$ cat config.mk
export PLATFORM = sky130hd
export DESIGN_NAME = time_display
export DESIGN_NICKNAME = d
export VERILOG_FILES = /design/src/rtl/time_display.sv
export SDC_FILE = /design/constraint.sdc
export NUM_CORES = 1
export LEC_CHECK = 0
export CAP_MARGIN = 20
export CORE_MARGIN = 1
export CORE_UTILIZATION = 30
export DETAILED_ROUTE_END_ITERATION = 12
export PLACE_DENSITY_LB_ADDON = 0.3
export SYNTH_ARGS = -nofsm -noshare
export SYNTH_HDL_FRONTEND = slang
export SYNTH_SLANG_ARGS = --single-unit
$ cat constraint.sdc
create_clock -name clk -period 3.45 [get_ports clk]
set_clock_uncertainty 0.15 [all_clocks]
set_input_delay 1.035 -clock clk [delete_from_list [all_inputs] [get_ports clk]]
set_output_delay 1.035 -clock clk [all_outputs]
set_load 0.01 [all_outputs]
$ cat src/rtl/time_display.sv
// Wall-clock time bus consumer: captures hour/min/sec, converts each field to BCD
// with a subtract-10 FSM, and scans a 6-digit multiplexed 7-segment display HH.MM.SS.
module time_display #(
   parameter int SCAN_DIV   = 50000,
   parameter bit BLANK_LZ   = 1'b1,
   parameter bit ACTIVE_LOW = 1'b1
) (
   input  logic       clk,
   input  logic       reset_n,
   input  logic [4:0] hour,
   input  logic [5:0] min,
   input  logic [5:0] sec,
   input  logic       dot,
   input  logic       valid,
   output logic [6:0] seg,
   output logic       dp,
   output logic [5:0] an,
   output logic       busy
);

   localparam int         PW        = (SCAN_DIV > 1) ? $clog2(SCAN_DIV) : 1;
   localparam logic [PW-1:0] PRE_LAST = PW'(SCAN_DIV - 1);
   localparam logic [6:0] SEG_DASH  = 7'h40;
   localparam logic [6:0] SEG_BLANK = 7'h00;

   typedef enum logic [1:0] {IDLE, CONV, DONE} state_t;

   function automatic logic [6:0] bcd_to_seg(input logic [5:0] d);
      logic [6:0] s;
      case (d)
         6'd0:    s = 7'h3F;
         6'd1:    s = 7'h06;
         6'd2:    s = 7'h5B;
         6'd3:    s = 7'h4F;
         6'd4:    s = 7'h66;
         6'd5:    s = 7'h6D;
         6'd6:    s = 7'h7D;
         6'd7:    s = 7'h07;
         6'd8:    s = 7'h7F;
         6'd9:    s = 7'h6F;
         default: s = SEG_BLANK;
      endcase
      return s;
   endfunction

   function automatic logic [6:0] pol7(input logic [6:0] v);
      return ACTIVE_LOW ? ~v : v;
   endfunction

   function automatic logic [5:0] pol6(input logic [5:0] v);
      return ACTIVE_LOW ? ~v : v;
   endfunction

   function automatic logic pol1(input logic v);
      return ACTIVE_LOW ? ~v : v;
   endfunction

   // Returns {tens_code, ones_code} for one field, active-high.
   function automatic logic [13:0] field_codes(input logic bad, input logic [2:0] tens,
                                                input logic [5:0] rem, input logic lz_blank);
      logic [6:0] t, o;
      if (bad) begin
         t = SEG_DASH;
         o = SEG_DASH;
      end else begin
         t = (lz_blank && tens == 3'd0) ? SEG_BLANK : bcd_to_seg({3'b000, tens});
         o = bcd_to_seg(rem);
      end
      return {t, o};
   endfunction

   state_t      state;
   logic [2:0]  cnt;
   logic        busy_q;
   logic [5:0]  rem_p1  [3];   // index 0 = sec, 1 = min, 2 = hour
   logic [2:0]  tens_p1 [3];
   logic        bad_p1  [3];
   logic [6:0]  disp_p2 [6];   // active-high codes; index 0 = sec ones .. 5 = hour tens
   logic        dot_p1;
   logic [PW-1:0] presc;
   logic [2:0]  idx;
   logic [6:0]  seg_p3;
   logic [5:0]  an_p3;
   logic        dp_p3;

   logic [13:0] sec_codes, min_codes, hour_codes;

   always_comb begin
      sec_codes  = field_codes(bad_p1[0], tens_p1[0], rem_p1[0], 1'b0);
      min_codes  = field_codes(bad_p1[1], tens_p1[1], rem_p1[1], 1'b0);
      hour_codes = field_codes(bad_p1[2], tens_p1[2], rem_p1[2], BLANK_LZ);
   end

   // Stage 1: capture and iterative BCD conversion
   always_ff @(posedge clk or negedge reset_n) begin
      if (!reset_n) begin
         state  <= IDLE;
         cnt    <= 3'd0;
         busy_q <= 1'b0;
         for (int f = 0; f < 3; f++) begin
            rem_p1[f]  <= 6'd0;
            tens_p1[f] <= 3'd0;
            bad_p1[f]  <= 1'b0;
         end
         for (int d = 0; d < 6; d++) disp_p2[d] <= SEG_BLANK;
      end else begin
         case (state)
            IDLE: begin
               if (valid) begin
                  rem_p1[0] <= sec;
                  rem_p1[1] <= min;
                  rem_p1[2] <= {1'b0, hour};
                  bad_p1[0] <= (sec > 6'd59);
                  bad_p1[1] <= (min > 6'd59);
                  bad_p1[2] <= (hour > 5'd23);
                  for (int f = 0; f < 3; f++) tens_p1[f] <= 3'd0;
                  cnt    <= 3'd0;
                  busy_q <= 1'b1;
                  state  <= CONV;
               end
            end
            CONV: begin
               for (int f = 0; f < 3; f++) begin
                  if (rem_p1[f] >= 6'd10) begin
                     rem_p1[f]  <= rem_p1[f] - 6'd10;
                     tens_p1[f] <= tens_p1[f] + 3'd1;
                  end
               end
               cnt <= cnt + 3'd1;
               if (cnt == 3'd5) state <= DONE;
            end
            DONE: begin
               // Stage 2: commit all six digits at once
               {disp_p2[1], disp_p2[0]} <= sec_codes;
               {disp_p2[3], disp_p2[2]} <= min_codes;
               {disp_p2[5], disp_p2[4]} <= hour_codes;
               busy_q <= 1'b0;
               state  <= IDLE;
            end
            default: begin
               busy_q <= 1'b0;
               state  <= IDLE;
            end
         endcase
      end
   end

   // Stage 3: digit scan and registered pin drivers
   always_ff @(posedge clk or negedge reset_n) begin
      if (!reset_n) begin
         dot_p1 <= 1'b0;
         presc  <= '0;
         idx    <= 3'd0;
         an_p3  <= pol6(6'b000001);
         seg_p3 <= pol7(SEG_BLANK);
         dp_p3  <= pol1(1'b0);
      end else begin
         dot_p1 <= dot;
         if (presc == PRE_LAST) begin
            presc <= '0;
            idx   <= (idx == 3'd5) ? 3'd0 : idx + 3'd1;
         end else begin
            presc <= presc + 1'b1;
         end
         an_p3  <= pol6(6'b000001 << idx);
         seg_p3 <= pol7(disp_p2[idx]);
         dp_p3  <= pol1(dot_p1 && (idx == 3'd2 || idx == 3'd4));
      end
   end

   assign seg  = seg_p3;
   assign an   = an_p3;
   assign dp   = dp_p3;
   assign busy = busy_q;

endmodule

==> results.ini, run 1 <==
[outcome]
status = complete, no violations

[cells_and_area]
layout.nets = 674
postLayoutCoreUtil = 0.359
area_growth_syn_to_layout_pct = 16.0
final_common_cell = dfrtp_1
final_layout_size_suffix_gt1_frac = 0.0985
final_cell_mix = dfrtp_1, nand2_1, o21ai_0, nor2_1, ha_1
antenna_cells = 0
fillers = 1892

[sta]
relSlewSlack = 0.420
max_freq_mhz = 383
rsz0062_at_grt = false
max_slew.worst_pin.slew_ns = 0.870
setup_viol = 0
hold_violations = 0
slew_viol_final = 0
setup_tns_ns = 0
postLayoutSetupSlackWorst_ns = 0.838
post-route-period-util = 0.757
layout_min_cycle_time_ns = 2.61

[place]
dp_slack_ns = 0.482
io_buffers = 35
hpwl_mm = 9.75
routabilityCongestion = 0.812

[floorplanning]
die_w_um = 142
die_y_um = 142
core_region_area_um2 = 19000
dieArea_um2 = 20100
ios = 36
start_util = 0.309
row_count = 50

[synth]
synth_edf_count = 0
synth.area.top_cells = dfrtp_1, ha_1, dfstp_2, nand2_1, o21ai_0
yosys_warnings = 0
synth.distinct_cells = 62
async_reset_ff_frac = 1.00
syn_area_per_cell_um2 = 9.92
synth_flop_cell = dfrtp_1
syn_nets = 651
netlist_area_um2 = 5870
ys_seq_area_frac = 0.481
synth_top_area_share = 0.422
synthCells = 591
yosysTopAreaCell = dfrtp_1
ys_seq_elements = 112

[setup_path]
crit_fanout = 9
worst-setup-path-type = in -> reg
start_kind = input pin
cp.arrival_ns = 2.74
worstSetupEndpointType = register
worstPathRequired_ns = 3.58

[clock_network]
cts_buffer_depth = 2
clock_latency_ns = 0.35
cts_setup_buffers = 0
htreeDepth = 3
numCtsBuffers = 9
path_clk_slew_ns = 0.07
postCtsResizedCells = 0
clockRootBuffer = clkbuf_16
cts_tree = yes
ctsHoldBuffers = 0
clock-sinks = 112

[route]
dr.pass1.iters = 5
drt-initial-drc-count = 233
viasPerCell = 4.91
drc = 0
ant_nets = 0
wire_per_inst_um = 14.9
vias = 4313
drt-total-wl_mm = 13.1

[global_route]
track_usage = 0.139
grt_max_degree = 49
antenna_found_initial = 0
grt_pass1_wl_mm = 22.1
overflow = 0
grt_pass1_vias = 4281

[pwr]
vdd_ir_drop_max_mv = 0.305
total_power_mw = 5.56
p_per_area_nw_per_um2 = 818
p_leak_nw = 3.02

[worst_hold_path]
hold_class = reg -> reg

[flow_run]
drv_cap = 0

## Yosys cell counts (5+ instances only)
cell and count:
xnor2_1 7, nor2_1 43, inv_1 30, dfstp_2 13, a22oi_1 9, a211oi_1 9
nor3_1 7, a21o_1 8, ha_1 39, nor2b_1 12, and3_1 5, dfrtp_1 99
nand2_1 75, o21ai_0 52, o31ai_1 11, and2_1 5, clkbuf_1 18, mux4_2 7
mux2_2 10, a21oi_1 31, buf_2 5, nand3_1 18, nand2b_1 8
## worst paths after layout
kind,startpoint,endpoint,slack (ns),cells past startpoint
max in group asynchronous,reset_n,seg[5],1.90,2
min,disp_p2[2],disp_p2[2],0.33,2
max reg2reg,presc[7],idx[1],1.06,4
max,valid,rem_p1[5],0.84,5
min in group asynchronous,reset_n,presc[5],0.55,1
min reg2reg,disp_p2[2],disp_p2[2],0.33,2
## report_power, final
part | total [mW] | switching (mW) | internal (mW)
Clock | 1.15 | 0.483 | 0.664
Combinational | 2.17 | 1.21 | 0.959
Sequential | 2.25 | 0.468 | 1.78
## worst max-delay path: stages
cell and delay, ns:
clkdlybuf4s50_1 0.54, o21bai_1 0.15, a41o_1 0.35, or4_1 0.50
a21oi_1 0.16
## metal layers
metal,GRT usage,share of wire
met2,0.215,0.45
met3,0.0375,0.039
met1,0.194,0.50
met4,0.0300,0.0075
met5,0,0
## cells by family after synthesis
family,count (synthesis),synth area share
AOI/OAI and AO/OA,156,0.169
xor gates and xnor gates,11,0.0164
adders and majority gates,39,0.0832
buffers and inverters,60,0.0407
DFF,112,0.481
muxes,22,0.0555
and+or+nand+nor,191,0.155
## sequential cells by signal (all words and copies together) (netlist names)
| signal | cells |
|---|---|
| presc | 16 |
| cnt | 3 |
| dot_p1 | 1 |
| disp_p2 | 42 |
| seg | 7 |
| bad_p1 | 3 |
| tens_p1 | 9 |
| idx | 3 |
| busy | 1 |
| state | 2 |
| rem_p1 | 18 |
| dp | 1 |
| an | 6 |
## cell type report
type,count,area (um2),share of cell area
Sequential cell,112,2820,0.414
Multi-Input combinational cell,419,2810,0.413
Timing Repair Buffer,40,398,0.0585
Tap cell,260,325,0.0478
Clock buffer,11,243,0.0357
Inverter,32,120,0.0177
Clock inverter,5,86.3,0.0127
## metrics by stage
step | area (um2) | hold WS, ns | std cells
2_1_floorplan | 5870 | 0.283 | 591
4_1_cts | 6800 | 0.330 | 879
6_report | 6800 | 0.326 | 879
3_5_place_dp | 6470 | 0.312 | 863
3_3_place_gp | 6470 | 0.304 | 863
5_1_grt | 6800 | 0.359 | 879
(Power assumes the default switching activity.)
==> inputs of run 2 (changes only) <==
clock period = 2.2 ns   (was 3.45 ns; I/O delays follow)
==> run 2 against run 1 <==
Largest power group is now combinational cells. Global-route usage up 0.25 points. Clock power up 40%. Critical path type unchanged. Cell count up 2.7%. Non-clock buffer count up 24. Register-to-register slack worse by 0.88 ns.
==> results.ini, run 2 (synthesized netlist as in run 1, its figures left out) <==
[outcome]
status = complete, no violations

[place]
hpwl_mm = 9.85  ; +0.98%
io_buffers = 35  ; unchanged
routabilityCongestion = 0.804  ; -0.90%
dp_cells = 887  ; +2.8%

[global_route]
grt_pass1_vias = 4362  ; +1.9%
track_usage = 0.142  ; +0.00246
grt_pass1_wl_mm = 22.3  ; +1.1%
overflow = 0  ; unchanged
antenna_found_initial = 0  ; unchanged
grt_max_degree = 58  ; +18%

[cells_and_area]
postLayoutCoreUtil = 0.367  ; +0.00812
layout.nets = 698  ; +3.6%
final_layout_size_suffix_gt1_frac = 0.132  ; +0.0336
final_cell_mix = dfrtp_1, nand2_1, o21ai_0, nor2_1, ha_1
final_common_cell = dfrtp_1
fin_cells = 903  ; +2.7%
largest_reg_flops = 42  ; unchanged
largestRegisters = disp_p2 (42), rem_p1 (18), presc (16)
antenna_cells = 0  ; unchanged
area_growth_syn_to_layout_pct = 18.6
regMostFlops = disp_p2

[setup_path]
crit_buf_inv = 1  ; unchanged
critPathSlowestCell = clkdlybuf4s50_1
crit_start = valid
worstSetupEndpointType = register
crit_family = buffers and inverters
reg2reg_from = rem_p1[0]
cp.arrival_ns = 2.21  ; -0.53 ns
crit_fanout = 5  ; -4
worstPathRequired_ns = 2.33  ; -1.25 ns
start_kind = input pin
worst-setup-path-type = in -> reg
worstPathCellList = clkdlybuf4s50_1, o21bai_1, a41o_1, or4_1, a21oi_1
max_stage_delay_ns = 0.55  ; about the same

[sta]
relSlewSlack = 0.637  ; +0.217
setup_viol = 0  ; unchanged
hold_violations = 0  ; unchanged
layout_min_cycle_time_ns = 2.08
slew_viol_final = 0  ; unchanged
max_slew.worst_pin.slew_ns = 0.545  ; -0.325 ns
max_freq_mhz = 480
rsz0062_at_grt = false
post-route-period-util = 0.947

[clock_network]
htreeDepth = 3  ; unchanged
cts_buffer_depth = 2  ; unchanged
clock_latency_ns = 0.36  ; about the same
cts_tree = yes
ctsHoldBuffers = 0  ; unchanged
numCtsBuffers = 9  ; unchanged
path_clk_slew_ns = 0.08  ; about the same
cts_setup_buffers = 0  ; unchanged
clockRootBuffer = clkbuf_16
clock-sinks = 112  ; unchanged

[route]
drt-initial-drc-count = 363  ; +56%
drt-total-wl_mm = 13.2  ; +1.1%
dr.pass1.iters = 5  ; unchanged
drc = 0  ; unchanged
wire_per_inst_um = 14.7  ; -1.6%
viasPerCell = 4.81  ; -1.9%
vias = 4347  ; +0.79%
ant_nets = 0  ; unchanged

[pwr]
p_leak_nw = 3.10  ; +2.8%
p_per_area_nw_per_um2 = 1240  ; +52%
vdd_ir_drop_max_mv = 0.471  ; +54%

[floorplanning]
ios = 36  ; unchanged
row_count = 50  ; unchanged
core_region_area_um2 = 19000  ; unchanged
dieArea_um2 = 20100  ; unchanged
start_util = 0.309  ; unchanged
die_y_um = 142  ; unchanged
die_w_um = 142  ; unchanged

[flow_run]
drv_cap = 0  ; unchanged

[worst_hold_path]
hold_class = in -> async

[run 2: cell count changes in the layout (fill, tap and decap cells not counted), sizes merged, moves of 2 or more]
| cell | before | now |
|---|---|---|
| clkdlybuf4s50 | 34 | 21 |
| clkinvlp | 0 | 2 |
| dlygate4sd2 | 0 | 13 |
| bufinv | 2 | 0 |
| buf | 6 | 30 |
[run 2: area by class of cell]
class / count / area, um2
fill: 1908 / 12000
sequential: 112 / 2820
multi-input combinational: 419 / 2810
timing repair buffer: 64 / 599
tap: 260 / 325
clock buffer: 10 / 229
inverter: 32 / 120
clock inverter: 6 / 52.6
[run 2: metal layers]
layer | track usage | vias up | part of all wire
li1 | - | 2167 | -
met1 | 0.200 | 2088 | 0.51
met2 | 0.219 | 81 | 0.45
met3 | 0.0304 | 11 | 0.039
met4 | 0.0374 | 0 | 0.0090
met5 | 0 | - | 0
[run 2: where the power goes]
| part | switching (mW) | internal [mW] |
|---|---|---|
| clock | 0.823 | 0.789 |
| combinational | 1.92 | 1.63 |
| sequential | 0.682 | 2.79 |
[run 2: worst paths after layout]
kind	end	slack [ns]	cells past startpoint
worst max-delay path	rem_p1[5]	0.12	5
worst max register to register	rem_p1[5]	0.18	6
worst min-delay path	presc[12]	0.12	1
min in group clk	disp_p2[4]	0.32	2
worst min register to register	disp_p2[4]	0.32	2
max in group asynchronous	seg[0]	1.13	2
[run 2: through the flow]
step,power (mW),setup TNS (ns),cell area [um2],hold slack (ns),worst slack (ns)
after floorplan,5.86,0,5870,0.214,0.260
after global placement,6.97,-0.850,6690,0.303,-0.195
after detailed placement,7.09,-1.44,6690,0.307,-0.254
after CTS,8.69,0,6960,0.142,0.123
after global routing,9.36,0,6960,0.160,0.0132
final,8.64,0,6960,0.121,0.117
[run 2: repair_timing]
action | 4_1_cts | 5_1_grt
gates resized for setup | 13 | 0
hold endpoints to repair | 0 | 0
endpoints found under the setup margin | 13 | 0
==> inputs of run 3 (changes only) <==
CAP_MARGIN = 10   (was 20)
==> results of run 3 <==
No change in the layout: final DEF, timing and power equal those of run 2.
